==> src/rtl/uart_apb_ctrl.sv <==
// APB master that configures a uart16550 slave, then streams bytes into its THR after polling LSR.THRE.
// Defining UART_APB_CTRL_RX_EN adds an LSR.DR poll and a RBR read feeding a valid/ready receive port.
module uart_apb_ctrl #(
    parameter logic [31:0] BASE_ADDR = 32'h0000_0000,
    parameter logic [15:0] DIVISOR   = 16'd27,
    parameter logic [7:0]  LCR_VAL   = 8'h03,
    parameter logic [7:0]  FCR_VAL   = 8'h07
) (
    input  logic        clock,
    input  logic        reset,
    output logic        m_psel,
    output logic        m_penable,
    output logic        m_pwrite,
    output logic [31:0] m_paddr,
    output logic [31:0] m_pwdata,
    output logic [3:0]  m_pstrb,
    output logic [2:0]  m_pprot,
    input  logic        m_pready,
    input  logic [31:0] m_prdata,
    input  logic        m_pslverr,
    input  logic        tx_valid,
    output logic        tx_ready,
    input  logic [7:0]  tx_data,
    output logic        init_done,
    output logic        err,
`ifdef UART_APB_CTRL_RX_EN
    output logic        rx_valid,
    input  logic        rx_ready,
    output logic [7:0]  rx_data,
`endif
    output logic        busy
);

    localparam logic [2:0] REG_THR = 3'd0;
    localparam logic [2:0] REG_DLL = 3'd0;
    localparam logic [2:0] REG_DLM = 3'd1;
    localparam logic [2:0] REG_IER = 3'd1;
    localparam logic [2:0] REG_FCR = 3'd2;
    localparam logic [2:0] REG_LCR = 3'd3;
    localparam logic [2:0] REG_LSR = 3'd5;

    typedef enum logic [3:0] {
        S_CFG0, S_CFG1, S_CFG2, S_CFG3, S_CFG4, S_CFG5,
        S_IDLE, S_POLL, S_SEND
`ifdef UART_APB_CTRL_RX_EN
        , S_RX_POLL, S_RX_READ
`endif
    } state_t;

    // PH_OFF means no transfer on the bus; it is also the post-reset phase of CFG0.
    typedef enum logic [1:0] {PH_OFF, PH_SETUP, PH_ACCESS} phase_t;

    state_t      r_state, w_state_nxt;
    phase_t      r_phase, w_phase_nxt;
    logic [7:0]  r_hold;
    logic        r_init_done;
    logic        r_err;

    logic [2:0]  w_reg;
    logic        w_write;
    logic [7:0]  w_wbyte;
    logic [31:0] w_addr;
    logic [1:0]  w_lane;
    logic        w_done;
    logic        w_thre;

`ifdef UART_APB_CTRL_RX_EN
    logic        r_rx_valid;
    logic [7:0]  r_rx_data;
    logic        w_dr;
    logic [7:0]  w_rx_byte;
`endif

    // Register and payload of the transfer belonging to the current state.
    always_comb begin
        // NOTE: every combinational output gets a default first, so no path can infer a latch.
        w_reg   = REG_THR;
        w_write = 1'b0;
        w_wbyte = 8'h00;
        case (r_state)
            S_CFG0:    begin w_reg = REG_LCR; w_write = 1'b1; w_wbyte = LCR_VAL | 8'h80; end
            S_CFG1:    begin w_reg = REG_DLL; w_write = 1'b1; w_wbyte = DIVISOR[7:0];    end
            S_CFG2:    begin w_reg = REG_DLM; w_write = 1'b1; w_wbyte = DIVISOR[15:8];   end
            S_CFG3:    begin w_reg = REG_LCR; w_write = 1'b1; w_wbyte = LCR_VAL;         end
            S_CFG4:    begin w_reg = REG_FCR; w_write = 1'b1; w_wbyte = FCR_VAL;         end
            S_CFG5:    begin w_reg = REG_IER; w_write = 1'b1; w_wbyte = 8'h00;           end
            S_POLL:    w_reg = REG_LSR;
            S_SEND:    begin w_reg = REG_THR; w_write = 1'b1; w_wbyte = r_hold;          end
`ifdef UART_APB_CTRL_RX_EN
            S_RX_POLL: w_reg = REG_LSR;
            S_RX_READ: w_reg = REG_THR;
`endif
            default:   ;
        endcase
    end

    assign w_addr = BASE_ADDR + 32'(w_reg);
    assign w_lane = w_addr[1:0];
    assign w_done = (r_phase == PH_ACCESS) && m_pready;
    assign w_thre = m_prdata[{w_lane, 3'd5}];
`ifdef UART_APB_CTRL_RX_EN
    assign w_dr      = m_prdata[{w_lane, 3'd0}];
    assign w_rx_byte = m_prdata[{w_lane, 3'd0} +: 8];
`endif

    always_comb begin
        w_state_nxt = r_state;
        w_phase_nxt = r_phase;
        if (r_phase == PH_SETUP) begin
            w_phase_nxt = PH_ACCESS;
        end else if (r_phase == PH_OFF && r_state != S_IDLE) begin
            w_phase_nxt = PH_SETUP;
        end

        if (r_state == S_IDLE) begin
            if (tx_valid) begin
                w_state_nxt = S_POLL;
                w_phase_nxt = PH_SETUP;
            end
`ifdef UART_APB_CTRL_RX_EN
            else if (!r_rx_valid) begin
                w_state_nxt = S_RX_POLL;
                w_phase_nxt = PH_SETUP;
            end
`endif
        end else if (w_done) begin
            // Back-to-back by default; states that return to IDLE drop the bus below.
            w_phase_nxt = PH_SETUP;
            case (r_state)
                S_CFG0:    w_state_nxt = S_CFG1;
                S_CFG1:    w_state_nxt = S_CFG2;
                S_CFG2:    w_state_nxt = S_CFG3;
                S_CFG3:    w_state_nxt = S_CFG4;
                S_CFG4:    w_state_nxt = S_CFG5;
                S_POLL:    if (w_thre && !m_pslverr) w_state_nxt = S_SEND;
`ifdef UART_APB_CTRL_RX_EN
                S_RX_POLL: begin
                    if (w_dr && !m_pslverr) begin
                        w_state_nxt = S_RX_READ;
                    end else begin
                        w_state_nxt = S_IDLE;
                        w_phase_nxt = PH_OFF;
                    end
                end
`endif
                default: begin
                    w_state_nxt = S_IDLE;
                    w_phase_nxt = PH_OFF;
                end
            endcase
        end
    end

    always_ff @(posedge clock) begin
        // NOTE: synchronous reset, and non-blocking assignments for all state so every flop samples pre-edge values.
        if (reset) begin
            r_state     <= S_CFG0;
            r_phase     <= PH_OFF;
            r_hold      <= 8'h00;
            r_init_done <= 1'b0;
            r_err       <= 1'b0;
        end else begin
            r_state <= w_state_nxt;
            r_phase <= w_phase_nxt;
            if (r_state == S_IDLE && tx_valid) r_hold <= tx_data;
            if (w_done && r_state == S_CFG5) r_init_done <= 1'b1;
            if (w_done && m_pslverr) r_err <= 1'b1;
        end
    end

`ifdef UART_APB_CTRL_RX_EN
    always_ff @(posedge clock) begin
        if (reset) begin
            r_rx_valid <= 1'b0;
            r_rx_data  <= 8'h00;
        end else if (w_done && r_state == S_RX_READ) begin
            r_rx_valid <= 1'b1;
            r_rx_data  <= w_rx_byte;
        end else if (r_rx_valid && rx_ready) begin
            r_rx_valid <= 1'b0;
        end
    end

    assign rx_valid = r_rx_valid;
    assign rx_data  = r_rx_data;
`endif

    assign m_psel    = (r_phase != PH_OFF);
    assign m_penable = (r_phase == PH_ACCESS);
    assign m_pwrite  = m_psel && w_write;
    assign m_paddr   = m_psel ? w_addr : BASE_ADDR;
    assign m_pwdata  = m_pwrite ? (32'(w_wbyte) << {w_lane, 3'b000}) : 32'h0;
    assign m_pstrb   = m_pwrite ? (4'b0001 << w_lane) : 4'b0000;
    assign m_pprot   = 3'b000;
    assign tx_ready  = (r_state == S_IDLE);
    assign init_done = r_init_done;
    assign err       = r_err;
    assign busy      = m_psel;

endmodule

==> config.mk <==
export PLATFORM = sky130hd
export DESIGN_NAME = uart_apb_ctrl
export DESIGN_NICKNAME = d
export VERILOG_FILES = /design/src/rtl/uart_apb_ctrl.sv
export SDC_FILE = /design/constraint.sdc
export NUM_CORES = 1
export LEC_CHECK = 0
export ABC_AREA = 1
export BUFFER_PORTS_ARGS = -buffer_cell sky130_fd_sc_hd__buf_2
export CORE_MARGIN = 3
export CORE_UTILIZATION = 41
export DETAILED_ROUTE_END_ITERATION = 8
export PLACE_DENSITY = 0.88
export SLEW_MARGIN = 20
export SYNTH_ARGS = -nofsm -noshare
export SYNTH_HDL_FRONTEND = slang
export SYNTH_SLANG_ARGS = --single-unit
==> constraint.sdc <==
create_clock -name clock -period 3.83 [get_ports clock]
set_clock_uncertainty 0.15 [all_clocks]
set_input_delay 0.383 -clock clock [delete_from_list [all_inputs] [get_ports clock]]
set_output_delay 0.383 -clock clock [all_outputs]
set_load 0.01 [all_outputs]
==> results of run 1 <==
## cell usage in the layout (no fill, tap or decap), types with 2 or more instances in the layout
cell type	synthesis	routed
a21oi_1	25	25
a21oi_2	2	2
buf_2	1	44
clkbuf_4	0	3
conb_1	1	50
dfxtp_1	16	16
inv_1	23	23
inv_2	4	4
nand2_1	29	29
nand2_2	6	6
nand3_1	10	10
nand4_1	3	3
nor2_1	16	16
nor2_2	2	2
nor3_1	6	6
o21ai_0	8	8
## sequential cells by signal (all words and copies together), names as in the netlist
signal / count
r_state: 4
r_phase: 2
r_hold: 8
err: 1
init_done: 1
## worst max-delay path by stage
stage | to | slack, ns | startpoint | cells past startpoint
after floorplan | m_pwdata[0] | 1.79 | r_phase[0]$_SDFF_PP0_ | 8
after global placement | m_pwdata[5] | 1.57 | r_state[0]$_SDFFE_PP0P_ | 6
after detailed placement | m_pwdata[5] | 1.52 | r_state[0]$_SDFFE_PP0P_ | 6
after CTS | m_pwdata[5] | 1.20 | r_state[0]$_SDFFE_PP0P_ | 6
after global routing | m_pwdata[6] | 1.02 | r_state[0]$_SDFFE_PP0P_ | 6
final | m_pwdata[5] | 1.22 | r_state[0]$_SDFFE_PP0P_ | 6
## logic make-up after synthesis
kind of cell / after synthesis / share of synthesized area [%]
buffers and inverters: 81 / 36.17
other: 1 / 0.2690
and+or+nand+nor: 76 / 26.30
DFF: 16 / 22.98
AOI/OAI and AO/OA: 37 / 14.27
## metal layers
layer / routed length (um) / up-vias / share of wire, % / GRT usage (%)
li1: - / 659 / - / -
met1: 1147 / 572 / 40 / 15.56
met2: 1431 / 67 / 50 / 23.97
met3: 276 / 4 / 9.6 / 4.042
met4: 32 / 0 / 1.1 / 3.166
met5: 0 / - / 0 / 0
## per-stage QoR
| step | utilization (%) | area, um2 |
|---|---|---|
| global route | 46.71 | 1473 |
| CTS | 46.71 | 1473 |
| detailed placement | 45.99 | 1450 |
| finish | 46.71 | 1473 |
| floorplan | - | 1578 |
| global placement | 45.99 | 1450 |
## area by class of cell
| type | instances | share of cell area [%] |
|---|---|---|
| Clock buffer | 3 | 1.529 |
| Inverter | 27 | 6.882 |
| Multi-Input combinational cell | 163 | 51.15 |
| Sequential cell | 16 | 21.75 |
| Tap cell | 44 | 3.738 |
| Timing Repair Buffer | 44 | 14.95 |
## critical path, delay by kind of cell (launching register included)
family	cells	cell delay [ns]
AND/OR/NAND/NOR	3	0.98
flip-flops	1	0.42
buffers and inverters	3	0.41
## power by group through the flow
stage          clock [mW]  sequential (mW)  combinational (mW)
6_report           0.0828            0.182               0.202
5_1_grt            0.0951            0.184               0.225
4_1_cts            0.0866            0.182               0.200
3_5_place_dp            0            0.186               0.199
3_3_place_gp            0            0.186               0.197
2_1_floorplan           0            0.183               0.182
==> impl_metrics.json, run 1 <==
{
  "synthCells": 211,
  "hold_viol": 0,
  "vias_per_cell": 4.384,
  "rows": 20,
  "maxSlewViolCount": 0,
  "yosysMostFrequentCell": "buf_4",
  "synth_common_cells": "51 x buf_4, 29 x nand2_1, 25 x a21oi_1",
  "nets": 300,
  "areaGrowthSynthToFinish_pct": 5.655,
  "dpl.hpwl_um": 2388,
  "tightest_slew_ns": 0.5751,
  "drt-initial-drc-count": 39,
  "maxCapViolCount": 0,
  "cts_tree": "done",
  "tns_ns": 0,
  "multi_input_area_um2": 753.2,
  "cts_setup_buffers": 0,
  "path_cells": "nor2_1 > inv_1 > nor3_1 > inv_1 > nor3_1 > buf_2",
  "slowest_delay_ns": 0.43,
  "preCtsSetupSlack_ns": 1.521,
  "htree_levels": 1,
  "yosysTopAreaCellShare_pct": 27.47,
  "grt_overflow_total": 0,
  "outcome": "completed",
  "synth_warnings": 0,
  "grt_max_degree": 16,
  "ys_seq_area_share_pct": 22.98,
  "required_ns": 3.30,
  "die_h_um": 64.31,
  "power_frac_comb_pct": 43.2,
  "drive_above_1_share_pct": 25.69,
  "rr_startpoint": "r_state[0]$_SDFFE_PP0P_",
  "hold_depth": 3,
  "endpoint_kind": "output port",
  "start_util_pct": 44.21,
  "reg2reg_slack_ns": 1.90,
  "synth_cell_types": 24,
  "power-per-cell-area_nw_per_um2": 317.0,
  "async_flop_share_pct": 0,
  "rr_endpoint": "r_state[0]$_SDFFE_PP0P_",
  "reg2reg_depth": 12,
  "syn-cell-area_um2": 1394,
  "antenna_cells": 0,
  "stdcell_count": 297,
  "ys.flop_type": "dfxtp_1",
  "fp.coreArea_um2": 3153,
  "dieWidth_um": 64.31,
  "gp_congestion": 0.9771,
  "num-fill-cells": 351,
  "finalSetupViolCount": 0,
  "clk_latency_ns": 0.28,
  "p_total_uw": 466.8,
  "pwr-share-seq_pct": 39.1,
  "clk_pin_slew_ns": 0.08,
  "synth_area_leaders": "buf_4 27%, dfxtp_1 23%, a21oi_1 9.0%, nand2_1 7.8%, inv_1 6.2%",
  "pin_count": 123,
  "worstSetupPathType": "reg -> out",
  "synth_top_area_cell": "buf_4",
  "cts_resized": 0,
  "synth_edf_count": 0,
  "cts-hold-fix-buffers": 0,
  "hold-path-endpoint": "err$_SDFFE_PP0P_",
  "avgRoutedWirePerCell_um": 9.724,
  "grt_pass1_wl_um": 4595,
  "start_kind": "register",
  "fin_crit_ns": 2.609,
  "numCtsBuffers": 3,
  "rsz0062_at_grt": "false",
  "arrival_ns": 2.08,
  "port-buffer-count": 44,
  "first_global_vias": 1113,
  "synth_seq_cells": 16,
  "min_path_type": "in -> reg",
  "placedCellCount": 294,
  "synth.avg_cell_area_um2": 6.606,
  "p_leak_nw": 0.8236,
  "critPathMaxFanout": 10,
  "p_int_uw": 272.8,
  "clock_sinks": 16,
  "drtPass1Iterations": 4,
  "p_clk_share_pct": 17.7,
  "seq_area_um2": 320.3,
  "fin_crit_sh_pct": 68.12,
  "clockBufferDepth": 2,
  "hold_slack_ns": 0.2167,
  "ir_worst_vdd_v": 0.0001430,
  "hold_start": "m_pslverr",
  "cts.root.buffer_cell": "clkbuf_4",
  "slowest_stage": "nor3_1",
  "drc": 0,
  "vias": 1302,
  "switching_share_pct": 41.56,
  "max_freq_mhz": 383.3,
  "switching_power_uw": 194.0,
  "maxSlewHeadroom_pct": 61.58,
  "antenna_found_initial": 0,
  "setup_ws_ns": 1.221,
  "route.antenna.remaining_nets": 0,
  "die_area_um2": 4135,
  "grtUsageTotal_pct": 13.43,
  "wl_um": 2888
}
Power figures use the tool's default switching activity.
==> run 2: changes to the inputs <==
Settings changed: CORE_UTILIZATION 41 to 34, PLACE_DENSITY 0.88 to 0.78.
Clock period 3.83 ns to 2.3 ns, I/O delays scaled along.
==> impl_metrics.json, run 2 (synthesized netlist as in run 1, its figures left out) <==
{
  "numCtsBuffers": 3,
  "rr_endpoint": "r_state[0]$_SDFFE_PP0P_",
  "dieWidth_um": 70.03,
  "setup.worst_path.start": "r_state[0]$_SDFFE_PP0P_",
  "grt_pass1_wl_um": 4471,
  "dpl_cell_area_um2": 1478,
  "hold_start": "m_pslverr",
  "nets": 303,
  "drc": 0,
  "clk_latency_ns": 0.24,
  "maxCapViolCount": 0,
  "finalSetupViolCount": 0,
  "drive_above_1_share_pct": 27.63,
  "num-fill-cells": 416,
  "hold_viol": 0,
  "grtUsageTotal_pct": 10.93,
  "pwr-share-seq_pct": 34.2,
  "final_common_cell": "conb_1",
  "p_int_uw": 555.2,
  "rsz0062_at_grt": "false",
  "dpl.hpwl_um": 2460,
  "hold_depth": 3,
  "reg2reg_depth": 10,
  "final_cell_mix": "50 x conb_1, 44 x buf_2, 28 x nand2_1, 25 x a21oi_1, 23 x inv_1",
  "max_freq_mhz": 465.1,
  "die_h_um": 70.03,
  "reg2reg_slack_ns": 0.36,
  "fp.coreArea_um2": 3799,
  "drtPass1Iterations": 4,
  "cts.root.buffer_cell": "clkbuf_8",
  "vias": 1283,
  "grt_overflow_total": 0,
  "stdcell_count": 305,
  "areaGrowthSynthToFinish_pct": 10.68,
  "placedCellCount": 301,
  "outcome": "completed",
  "wl_um": 2924,
  "port-buffer-count": 44,
  "min_path_type": "in -> reg",
  "antenna_found_initial": 0,
  "top_register": "r_hold",
  "reg.largest.list": "r_hold x8, r_state x4, r_phase x2",
  "die_area_um2": 4904,
  "worstSetupPathType": "reg -> out",
  "tns_ns": 0,
  "p_leak_nw": 0.8571,
  "antenna_cells": 0,
  "required_ns": 1.92,
  "grt_max_degree": 16,
  "drt-initial-drc-count": 46,
  "pin_count": 123,
  "arrival_ns": 1.77,
  "fin_area_um2": 1543,
  "htree_levels": 1,
  "start_kind": "register",
  "vias_per_cell": 4.207,
  "critPathMaxFanout": 10,
  "largest_register_ffs": 8,
  "cts_setup_buffers": 0,
  "power-per-cell-area_nw_per_um2": 578.3,
  "gp_congestion": 0.8792,
  "first_global_vias": 1062,
  "fin_crit_sh_pct": 93.48,
  "avgRoutedWirePerCell_um": 9.587,
  "rr_startpoint": "r_state[2]$_SDFFE_PP0P_",
  "clk_pin_slew_ns": 0.06,
  "clock_sinks": 16,
  "start_util_pct": 36.69,
  "endpoint_kind": "output port",
  "ir_worst_vdd_v": 0.0003356,
  "p_clk_share_pct": 27.1,
  "power_frac_comb_pct": 38.7,
  "cts_tree": "done",
  "fin_crit_ns": 2.150,
  "hold-path-endpoint": "err$_SDFFE_PP0P_",
  "switching_power_uw": 337.0,
  "switching_share_pct": 37.77,
  "preCtsSetupSlack_ns": 0.3194,
  "maxSlewViolCount": 0,
  "setup_ws_ns": 0.1498,
  "rows": 22,
  "route.antenna.remaining_nets": 0,
  "clockBufferDepth": 2
}
## run 2: layout make-up
class	instances	area (um2)	area share, %
clock buffers	4	55.05	3.569
inverters	27	101.3	6.569
multi-input cells	163	763.2	49.47
flip-flops and latches	16	320.3	20.76
well taps	48	60.06	3.893
repair buffers	47	242.7	15.73
## run 2: power by group through the flow
stage | Sequential (mW) | Combinational (mW) | Clock, mW
after floorplan | 0.304 | 0.303 | 0
after global placement | 0.309 | 0.340 | 0
after detailed placement | 0.310 | 0.342 | 0
after CTS | 0.303 | 0.343 | 0.251
after global routing | 0.307 | 0.388 | 0.265
final | 0.305 | 0.345 | 0.242
## run 2: how the worst max path moves through the flow
stage	endpoint	slack [ns]	cells past startpoint
after global placement	m_pwdata[1]	0.34	8
after global routing	m_pwdata[1]	0.03	9
after floorplan	m_pwdata[0]	0.41	8
final	m_pwdata[1]	0.15	8
after CTS	m_pwdata[1]	0.04	8
after detailed placement	m_pwdata[1]	0.32	8
## run 2: through the flow
| step | utilization [%] | hold WS, ns | power (mW) |
|---|---|---|---|
| floorplan | - | 0.2235 | 0.6072 |
| global placement | 38.90 | 0.2873 | 0.6489 |
| detailed placement | 38.90 | 0.2945 | 0.6519 |
| CTS | 40.35 | 0.09148 | 0.8977 |
| global route | 40.61 | 0.1069 | 0.9594 |
| finish | 40.61 | 0.09517 | 0.8922 |
## run 2: worst max-delay path: stages (launching register included)
cell and delay (ns):
dfxtp_1 0.41, o21ai_1 0.22, nand2_2 0.14, a21oi_2 0.16, inv_1 0.07, a21oi_1 0.11, nand2_1 0.12, a21oi_1 0.15
buf_2 0.15
## run 2: per-layer routing
metal / vias to the layer above / track usage, % / part of all wire [%]
li1: 656 / - / -
met1: 576 / 12.00 / 39
met2: 49 / 20.99 / 53
met3: 2 / 3.741 / 7.5
met4: 0 / 0.6383 / 0.17
met5: - / 0 / 0
## run 2: repair_timing
action	4_1_cts	5_1_grt
resized for setup	0	4
endpoints found under the setup margin	0	6
hold buffers	0	0
==> run 3: changes to the inputs <==
Settings changed: ABC_AREA 1 to 0.
==> impl_metrics.json, run 3 <==
{
  "slowest_delay_ns": 0.64,
  "htree_levels": 1,
  "clk_latency_ns": 0.24,
  "syn-cell-area_um2": 1401,
  "arrival_ns": 1.73,
  "tns_ns": 0,
  "vias_per_cell": 4.368,
  "top_register": "r_hold",
  "grt_max_degree": 19,
  "clk_pin_slew_ns": 0.06,
  "nets": 275,
  "slowest_stage": "dfxtp_1",
  "drtPass1Iterations": 4,
  "hold_viol": 0,
  "synthCells": 192,
  "worstSetupPathType": "reg -> out",
  "reg.largest.list": "r_hold x8, r_state x4, r_phase x2",
  "synth_edf_count": 0,
  "p_leak_nw": 0.7872,
  "grtUsageTotal_pct": 11.27,
  "drive_above_1_share_pct": 23.58,
  "min_path_type": "in -> reg",
  "numCtsBuffers": 3,
  "tightest_slew_ns": 0.5437,
  "dpl_cell_area_um2": 1438,
  "route.antenna.remaining_nets": 0,
  "required_ns": 1.92,
  "ir_worst_vdd_v": 0.0002607,
  "die_area_um2": 4928,
  "final_cell_mix": "50 x conb_1, 42 x buf_2, 20 x a21oi_1",
  "first_global_vias": 1119,
  "stdcell_count": 277,
  "drc": 0,
  "endpoint_kind": "output port",
  "maxCapViolCount": 0,
  "path_cells": "nor2b_1 > nand2_1 > a21oi_1 > buf_2",
  "fin_crit_sh_pct": 91.68,
  "yosysTopAreaCellShare_pct": 29.46,
  "clock_sinks": 16,
  "synth_area_leaders": "buf_4 29%, dfxtp_1 23%, a21oi_1 7.1%, nand2_1 4.3%, nor2_1 4.3%",
  "pin_count": 123,
  "grt_overflow_total": 0,
  "largest_register_ffs": 8,
  "outcome": "completed",
  "synth_cell_types": 37,
  "die_h_um": 70.20,
  "synth_common_cells": "55 x buf_4, 20 x a21oi_1, 16 x dfxtp_1, 16 x nand2_1, 16 x nor2_1",
  "areaGrowthSynthToFinish_pct": 6.518,
  "synth.avg_cell_area_um2": 7.299,
  "rows": 22,
  "fin_crit_ns": 2.109,
  "start_kind": "register",
  "fp.coreArea_um2": 3826,
  "cts_setup_buffers": 0,
  "vias": 1210,
  "fin_area_um2": 1493,
  "drt-initial-drc-count": 34,
  "synth_top_area_cell": "buf_4",
  "critPathMaxFanout": 18,
  "gp_congestion": 0.8174,
  "cts.root.buffer_cell": "clkbuf_8",
  "grt_pass1_wl_um": 4747,
  "antenna_cells": 0,
  "cts_resized": 0,
  "setup_ws_ns": 0.1913,
  "port-buffer-count": 42,
  "power-per-cell-area_nw_per_um2": 523.2,
  "preCtsSetupSlack_ns": 0.4468,
  "cts_tree": "done",
  "final_common_cell": "conb_1",
  "yosysMostFrequentCell": "buf_4",
  "maxSlewHeadroom_pct": 63.70,
  "async_flop_share_pct": 0,
  "hold_slack_ns": 0.08798,
  "dieWidth_um": 70.20,
  "ys_seq_area_share_pct": 22.86,
  "rsz0062_at_grt": "false",
  "max_freq_mhz": 474.2,
  "fin_util_pct": 39.01,
  "clockBufferDepth": 2,
  "finalSetupViolCount": 0,
  "synth_warnings": 0,
  "ys.flop_type": "dfxtp_1",
  "antenna_found_initial": 0,
  "avgRoutedWirePerCell_um": 10.85,
  "worst-path-buf-inv": 1,
  "p_total_uw": 780.9,
  "maxSlewViolCount": 0,
  "cts-hold-fix-buffers": 0,
  "placedCellCount": 273,
  "synth_seq_cells": 16,
  "wl_um": 3005,
  "dpl.hpwl_um": 2393,
  "cp_top_family": "flip-flops",
  "start_util_pct": 36.63
}
-- run 3: path summary, 6_finish.rpt --
check,start,end,slack (ns),cells after the start
worst min register to register,r_hold[7]$_SDFFE_PP0P_,r_hold[7]$_SDFFE_PP0P_,0.30,2
worst max-delay path,r_state[3]$_SDFFE_PP0P_,m_pwdata[3],0.19,4
worst max register to register,r_state[2]$_SDFFE_PP0P_,r_state[1]$_SDFFE_PP0P_,0.52,4
worst min-delay path,tx_data[7],r_hold[7]$_SDFFE_PP0P_,0.09,3
-- run 3: layout make-up --
cell class              count  area (um2)
clock buffers               4       55.05
inverters                   2       7.507
well taps                  48       60.06
multi-input cells         161       809.5
flip-flops and latches     16       320.3
repair buffers             46       240.2
fillers                   434        2333
-- run 3: logic make-up (layout without fill, tap and decap cells) --
kind of cell           after synthesis  after routing  synth area share [%]
flip-flops                          16             16                 22.86
AO/OA/AOI/OAI                       33             33                 13.57
XOR/XNOR                             1              1                0.6251
AND/OR/NAND/NOR                     77             77                 30.18
buffers and inverters               64             52                 32.50
other                                1             50                0.2676
-- run 3: worst min-delay path: stages --
cell and delay, ns:
buf_2 0.10, nand3_1 0.05, a21oi_1 0.05
-- run 3: where the power goes --
group          internal (mW)  total [mW]  switching [mW]
logic                 0.0824       0.241           0.159
clock network          0.151       0.241          0.0896
registers              0.286       0.298          0.0122
total                  0.520       0.781           0.261
-- run 3: routing by layer --
metal	wire length, um	vias up	share of wire (%)	track usage, %
li1	-	615	-	-
met1	1293	549	43	13.41
met2	1537	44	51	20.88
met3	159	2	5.3	1.439
met4	14	0	0.47	3.191
met5	0	-	0	0
